$ cat src/rtl/logic_unit_pipe.sv
// logic_unit_pipe: two-stage valid/ready pipeline computing one of eight bitwise ops with zero/parity flags.
// Defining LOGIC_UNIT_COUNT_EN adds the saturating completed-result counter op_count.
module logic_unit_pipe #(
    parameter int WIDTH = 8,
    parameter int CNT_W = 16
) (
    input  logic             clk,
    input  logic             rst_n,
    input  logic             in_valid,
    output logic             in_ready,
    input  logic [WIDTH-1:0] in_a,
    input  logic [WIDTH-1:0] in_b,
    input  logic [2:0]       in_op,
    output logic             out_valid,
    input  logic             out_ready,
    output logic [WIDTH-1:0] out_y,
    output logic             out_zero,
    output logic             out_parity
`ifdef LOGIC_UNIT_COUNT_EN
    ,
    output logic [CNT_W-1:0] op_count
`endif
);

    typedef enum logic [2:0] {
        OP_AND    = 3'd0,
        OP_OR     = 3'd1,
        OP_NOT_A  = 3'd2,
        OP_NAND   = 3'd3,
        OP_NOR    = 3'd4,
        OP_XOR    = 3'd5,
        OP_XNOR   = 3'd6,
        OP_PASS_B = 3'd7
    } op_e;

    if (WIDTH < 1 || CNT_W < 1) begin : g_bad_param
        $error("logic_unit_pipe: WIDTH and CNT_W must be at least 1");
    end

    logic             s1_valid;
    logic [WIDTH-1:0] s1_a;
    logic [WIDTH-1:0] s1_b;
    op_e              s1_op;
    logic [WIDTH-1:0] s1_y;

    logic             s2_valid;
    logic [WIDTH-1:0] s2_y;
    logic             s2_zero;
    logic             s2_parity;

    logic             s1_adv;
    logic             s2_adv;

    // A stage may load whenever it is empty or its content is leaving this cycle.
    assign s2_adv   = !s2_valid || out_ready;
    assign s1_adv   = !s1_valid || s2_adv;
    assign in_ready = s1_adv;

    always_ff @(posedge clk) begin
        if (!rst_n) begin
            s1_valid <= 1'b0;
            s1_a     <= '0;
            s1_b     <= '0;
            s1_op    <= OP_AND;
        end else if (s1_adv) begin
            s1_valid <= in_valid;
            if (in_valid) begin
                s1_a  <= in_a;
                s1_b  <= in_b;
                s1_op <= op_e'(in_op);
            end
        end
    end

    always_comb begin
        s1_y = '0;
        case (s1_op)
            OP_AND:    s1_y = s1_a & s1_b;
            OP_OR:     s1_y = s1_a | s1_b;
            OP_NOT_A:  s1_y = ~s1_a;
            OP_NAND:   s1_y = ~(s1_a & s1_b);
            OP_NOR:    s1_y = ~(s1_a | s1_b);
            OP_XOR:    s1_y = s1_a ^ s1_b;
            OP_XNOR:   s1_y = ~(s1_a ^ s1_b);
            OP_PASS_B: s1_y = s1_b;
            default:   s1_y = '0;
        endcase
    end

    // Flags are registered with the result so out_* come straight from flops.
    always_ff @(posedge clk) begin
        if (!rst_n) begin
            s2_valid  <= 1'b0;
            s2_y      <= '0;
            s2_zero   <= 1'b0;
            s2_parity <= 1'b0;
        end else if (s2_adv) begin
            s2_valid <= s1_valid;
            if (s1_valid) begin
                s2_y      <= s1_y;
                s2_zero   <= (s1_y == '0);
                s2_parity <= ^s1_y;
            end
        end
    end

    assign out_valid  = s2_valid;
    assign out_y      = s2_y;
    assign out_zero   = s2_zero;
    assign out_parity = s2_parity;

`ifdef LOGIC_UNIT_COUNT_EN
    logic [CNT_W-1:0] count_q;

    // Saturates at all-ones so a long run never wraps back to a small value.
    always_ff @(posedge clk) begin
        if (!rst_n) begin
            count_q <= '0;
        end else if (out_valid && out_ready && (count_q != {CNT_W{1'b1}})) begin
            count_q <= count_q + CNT_W'(1);
        end
    end

    assign op_count = count_q;
`endif

endmodule
$ cat config.mk
export PLATFORM = sky130hd
export DESIGN_NAME = logic_unit_pipe
export DESIGN_NICKNAME = d
export VERILOG_FILES = /design/src/rtl/logic_unit_pipe.sv
export SDC_FILE = /design/constraint.sdc
export NUM_CORES = 1
export LEC_CHECK = 0
export ABC_AREA = 0
export BUFFER_PORTS_ARGS = -buffer_cell sky130_fd_sc_hd__buf_2
export CAP_MARGIN = 10
export CORE_MARGIN = 2
export CORE_UTILIZATION = 55
export CTS_BUF_LIST = sky130_fd_sc_hd__clkbuf_8
export DETAILED_ROUTE_END_ITERATION = 8
export HOLD_SLACK_MARGIN = 0.08
export PLACE_DENSITY = 0.8
export SYNTH_ARGS = -nofsm -noshare
export SYNTH_HDL_FRONTEND = slang
export SYNTH_SLANG_ARGS = --single-unit
$ cat constraint.sdc
create_clock -name clk -period 5.2 [get_ports clk]
set_clock_uncertainty 0.05 [all_clocks]
set_input_delay 1.04 -clock clk [delete_from_list [all_inputs] [get_ports clk]]
set_output_delay 1.04 -clock clk [all_outputs]
set_load 0.05 [all_outputs]
Word-level counts from Yosys, hierarchy flattened
Cells that the tools add are included.
{"block": "totals", "mem_bits_rw": 0, "input_bits": 23, "mem_bits_ro": 0, "memories": 0, "output_inout_bits": 12, "regBits": 31, "elab_cells": 32, "latchBits": 0}
{"block": "classes", "n_mul": 0, "n_shift": 0, "magnitude_cmp": 0, "add_sub_neg": 0, "n_reduce_logical": 9, "div_mod_pow": 0, "n_eq_ne": 7, "n_bitwise": 7, "mux": 1}
{"operator": "8-bit one-hot mux with 8 select lines", "count": 1}
{"operator": "8-bit NOT", "count": 4}
{"operator": "3-bit equality test, second input constant", "count": 4}
{"operator": "8-bit bitwise AND", "count": 1}
{"operator": "8-bit zero test", "count": 1}
{"operator": "8-bit OR", "count": 1}
{"operator": "8-bit parity", "count": 1}
{"operator": "8-bit bitwise XOR", "count": 1}
{"operator": "3-bit by 2-bit equality test with 1-bit output, second input constant", "count": 2}
{"operator": "2-bit AND reduction", "count": 2}
{"operator": "3-bit by 1-bit equality test with 1-bit output, second input constant", "count": 1}
{"operator": "3-bit zero test", "count": 1}
{"operator": "1-bit zero test", "count": 2}
{"operator": "1-bit logical OR", "count": 2}

Depth between registers and ports, before layout
{"block": "logic_depth", "depth_word": 4, "ltp_mapped": 11}

Worst setup path after synthesis
OpenSTA, ideal clock, no wires.
{"block": "synth_path", "path_kind": "input -> output", "start": "input out_ready", "end": "output in_ready", "stages": 2, "t_arrival_ns": 1.603, "required_time_ns": 4.110, "setup_slack_ns": 2.507, "path_buffers": 0, "cell_sequence": "and2b_1 nand2_1"}
{"block": "synth_between", "elab_chain_cells": 2}
{"item": "from (decl)", "line_no": "15", "rtl": "input logic out_ready,"}
{"item": "1-bit logical OR", "line_no": "55", "rtl": "assign s2_adv = !s2_valid || out_ready;"}
{"item": "1-bit logical OR", "line_no": "56", "rtl": "assign s1_adv = !s1_valid || s2_adv;"}
{"item": "to (decl)", "line_no": "10", "rtl": "output logic in_ready,"}
No other way between the ends.

Worst setup path in the final report
{"block": "layout_path", "start": "register s1_op[2]", "end": "register s2_parity (netlist: out_parity)"}
{"block": "layout_between", "elab_chain_cells": 3}
{"item": "from (decl)", "line_no": "43", "rtl": "op_e s1_op;"}
{"item": "from (signal assigned)", "line_no": "70", "rtl": "s1_op <= op_e'(in_op);"}
{"item": "3-bit equality test, or another cell as far along", "line_no": "77", "rtl": "case (s1_op)"}
{"item": "8-bit one-hot mux with 8 select lines *", "line_no": "77"}
{"item": "8-bit parity *", "line_no": "102", "rtl": "s2_parity <= ^s1_y;"}
{"item": "to (signal assigned)", "line_no": "102"}
{"item": "to (decl)", "line_no": "49", "rtl": "logic s2_parity;"}
Mark *: on every way between the ends. The rest lies on a longest branch, timed or not.
A chain may end at the register's enable or synchronous reset.

==> summary.txt <==
Place
  • DP Worst Slack: 2.33 ns
  • Hpwl dp: 2880 um
  • Final GP Congestion: 0.824
  • Placed Area: 2200 um^2
  • Port bufs: 34

Finish
  • # diodes: 0
  • Filler cells: 343
  • Design area: 2320 um^2
  • # nets final: 315
  • Share of cells above drive strength 1: 19.8%
  • Area delta synth->final: 13.1%

Setup path
  • Data required time of the critical path: 5.33 ns
  • Worst Setup SP: s1_op[2]
  • Setup crit end kind: flip-flop
  • Type of element launching the critical path: flip-flop
  • R2r startpoint: s1_op[2]
  • Crit path arrival time: 3.02 ns
  • Crit Path Category: flip-flop to flip-flop
  • CP max FO: 30

Power and ir drop
  • Cell internal pwr: 0.477 mW
  • Switching part of the total: 28.5%
  • VDD IR max: 0.193 mV
  • Sw power: 0.190 mW
  • Clock power share: 36.2%
  • Power density over the cells: 288 nW/um^2
  • Comb pwr share: 23.3%
  • Static Leakage: 0.985 nW
  • Flop pwr share: 40.5%

Routing
  • Post-DR vias/cell: 5.42
  • Pre-antenna DRT Iters: 4
  • Post-DR wirelength/cell: 12.6 um
  • Vias: 1739
  • Starting DRC count in detailed routing: 88
  • DRT antenna net count: 0
  • Drc violations: 0
  • Post-Route WL: 4050 um

Floorplan
  • Ports: 35
  • Die W: 65.1 um
  • Initial Util: 56.4%
  • Cell row count: 22
  • DIE AREA: 4230 um^2
  • Core ar.: 3630 um^2
  • Chip height: 65.1 um

Global route
  • Largest net degree at the start of global routing: 31
  • Initial antenna violation count: 0
  • Vias in the first global route: 1579
  • Total gr overflow: 0
  • First-pass GRT wire length: 6910 um
  • GRT Overall Usage: 21.1%

Clocking
  • Post-CTS sizing: 0
  • Hold-fix buffers at CTS: 0
  • Postcts setup bufs: 0
  • Clock latency at the later pin of the worst-skew pair: 0.28 ns
  • Max clock buf depth: 2
  • Root Buffer: clkbuf_8
  • Reg clk slew, reported paths: 0.07 ns
  • Inserted Clock Buffers: 5
  • CTS tree: yes
  • H-tree levels: 2
  • TritonCTS Sinks: 31

Run
  • Max-cap viol count: 0

Synth
  • Number of synthesized flops with an enable pin: 0
  • Net Count, Synth: 288
  • FF+latch count, synth: 31
  • Mean Syn Cell Area: 8.37 um^2
  • Cell variety after synth: 40
  • Register area share after synthesis: 30.3%
  • Asr flop ratio synth: 0%
  • Cell area after synthesis: 2050 um^2
  • Yosys warnings: 0
  • Synth Flop Type: dfxtp_1
  • Cells after Synth: 245

STA
  • Final Cycle Share: 55.6%
  • Final Hold Fails: 0
  • Worst setup margin: 2.31 ns
  • Max_slew headroom: 27.4%
  • Final Max Tran Viols: 0
  • Setup violators final: 0
  • RSZ-0062 raised after global routing: false
  • Setup_tns: 0 ns
  • Fmax: 0.346 GHz
  • Worst slew pin tran: 1.09 ns
  • Fin crit period: 2.89 ns

Hold path
  • Tightest Hold Check Type: flip-flop to flip-flop
  • Hold Crit Start: out_y[6]

Status
  • Status: completed
==> power by group through the flow <==
stage          Clock (mW)  Sequential, mW  Combinational, mW
6_report            0.242           0.270              0.156
5_1_grt             0.257           0.273              0.174
4_1_cts             0.246           0.270              0.157
3_5_place_dp            0           0.275              0.155
3_3_place_gp            0           0.275              0.151
2_1_floorplan           0           0.282              0.117
==> logic make-up after synthesis <==
kind of cell             count (synthesis)  synth area share, %
AO/OA/AOI/OAI                           66                 25.3
XOR/XNOR                                 3                 1.28
flip-flops                              31                 30.3
buffers and inverters                   32                 7.20
multiplexers                            13                 6.71
AND/OR/NAND/NOR                         80                 17.0
adder cells (fa/ha/maj)                 20                 12.2
==> synthesized netlist by cell type, types with 5 or more instances <==
| library cell | number | area [um^2] |
|---|---|---|
| nand2_1 | 56 | 210 |
| nor2b_1 | 5 | 31.3 |
| buf_2 | 7 | 35.0 |
| ha_1 | 20 | 250 |
| mux2i_1 | 10 | 100 |
| a21boi_0 | 13 | 97.6 |
| o22a_1 | 7 | 61.3 |
| inv_1 | 18 | 67.6 |
| a21boi_1 | 6 | 45.0 |
| nor2_1 | 8 | 30.0 |
| a21oi_1 | 6 | 30.0 |
| dfxtp_1 | 31 | 621 |
| o21ai_1 | 8 | 40.0 |
| o221ai_2 | 5 | 75.1 |
==> cell type report <==
class	instances	area (um^2)	area share, %
timing repair buffer	34	170	7.34
sequential	31	621	26.8
clock inverter	2	35.0	1.51
inverter	18	67.6	2.91
tap	48	60.1	2.59
multi-input combinational	182	1280	55.3
clock buffer	6	82.6	3.56
==> placed cells by master, fill, tap and decap left out, types with 2 or more instances in the layout <==
cell / instances
a2bb2oi_1: 3
a21boi_0: 13
or3_1: 2
nor2_1: 8
o21ai_1: 8
ha_1: 20
xnor2_1: 3
inv_1: 18
mux2_2: 2
nand2_1: 56
clkbuf_8: 6
a21boi_1: 6
mux2i_1: 10
a211o_1: 3
buf_2: 34
o21ai_2: 3
nand2b_1: 2
a31oi_1: 2
a22oi_1: 3
o221ai_2: 5
a21oi_1: 6
dfxtp_1: 31
o221ai_1: 2
nor2b_1: 5
o22a_1: 7
==> final timing paths <==
check	cells after the start	slack, ns	endpoint
max	9	2.31	out_parity
max reg2reg	9	2.31	out_parity
min	2	0.39	out_y[6]
min reg2reg	2	0.39	out_y[6]
==> worst max-delay path, stage by stage, from the launching register on <==
cell and delay [ns]:
dfxtp_1 1.03, mux2_2 0.43, a22oi_1 0.14, a211o_1 0.12, o221ai_1 0.13, ha_1 0.34, xnor2_1 0.19, xnor2_1 0.14
nand2_1 0.07, o211a_1 0.14
==> layer usage <==
metal / wire, um / GRT usage (%)
met1: 1800 / 24.8
met2: 2040 / 38.5
met3: 163 / 4.69
met4: 42 / 5.47
met5: 0 / 0
==> metrics by stage <==
stage / util, % / hold slack [ns] / total power [mW] / instances
after floorplan: - / 0.402 / 0.399 / 245
after global placement: 60.6 / 0.387 / 0.425 / 313
after detailed placement: 60.6 / 0.388 / 0.430 / 313
after CTS: 63.8 / 0.398 / 0.673 / 321
after global routing: 63.8 / 0.422 / 0.704 / 321
final: 63.8 / 0.393 / 0.668 / 321
==> registers in the layout, summed over array words and instances (netlist names) <==
signal and flops:
out_y 8, s1_a 8, s1_b 8, s1_op 3
out_parity 1, out_valid 1, out_zero 1, s1_valid 1
(Power assumes the default switching activity.)
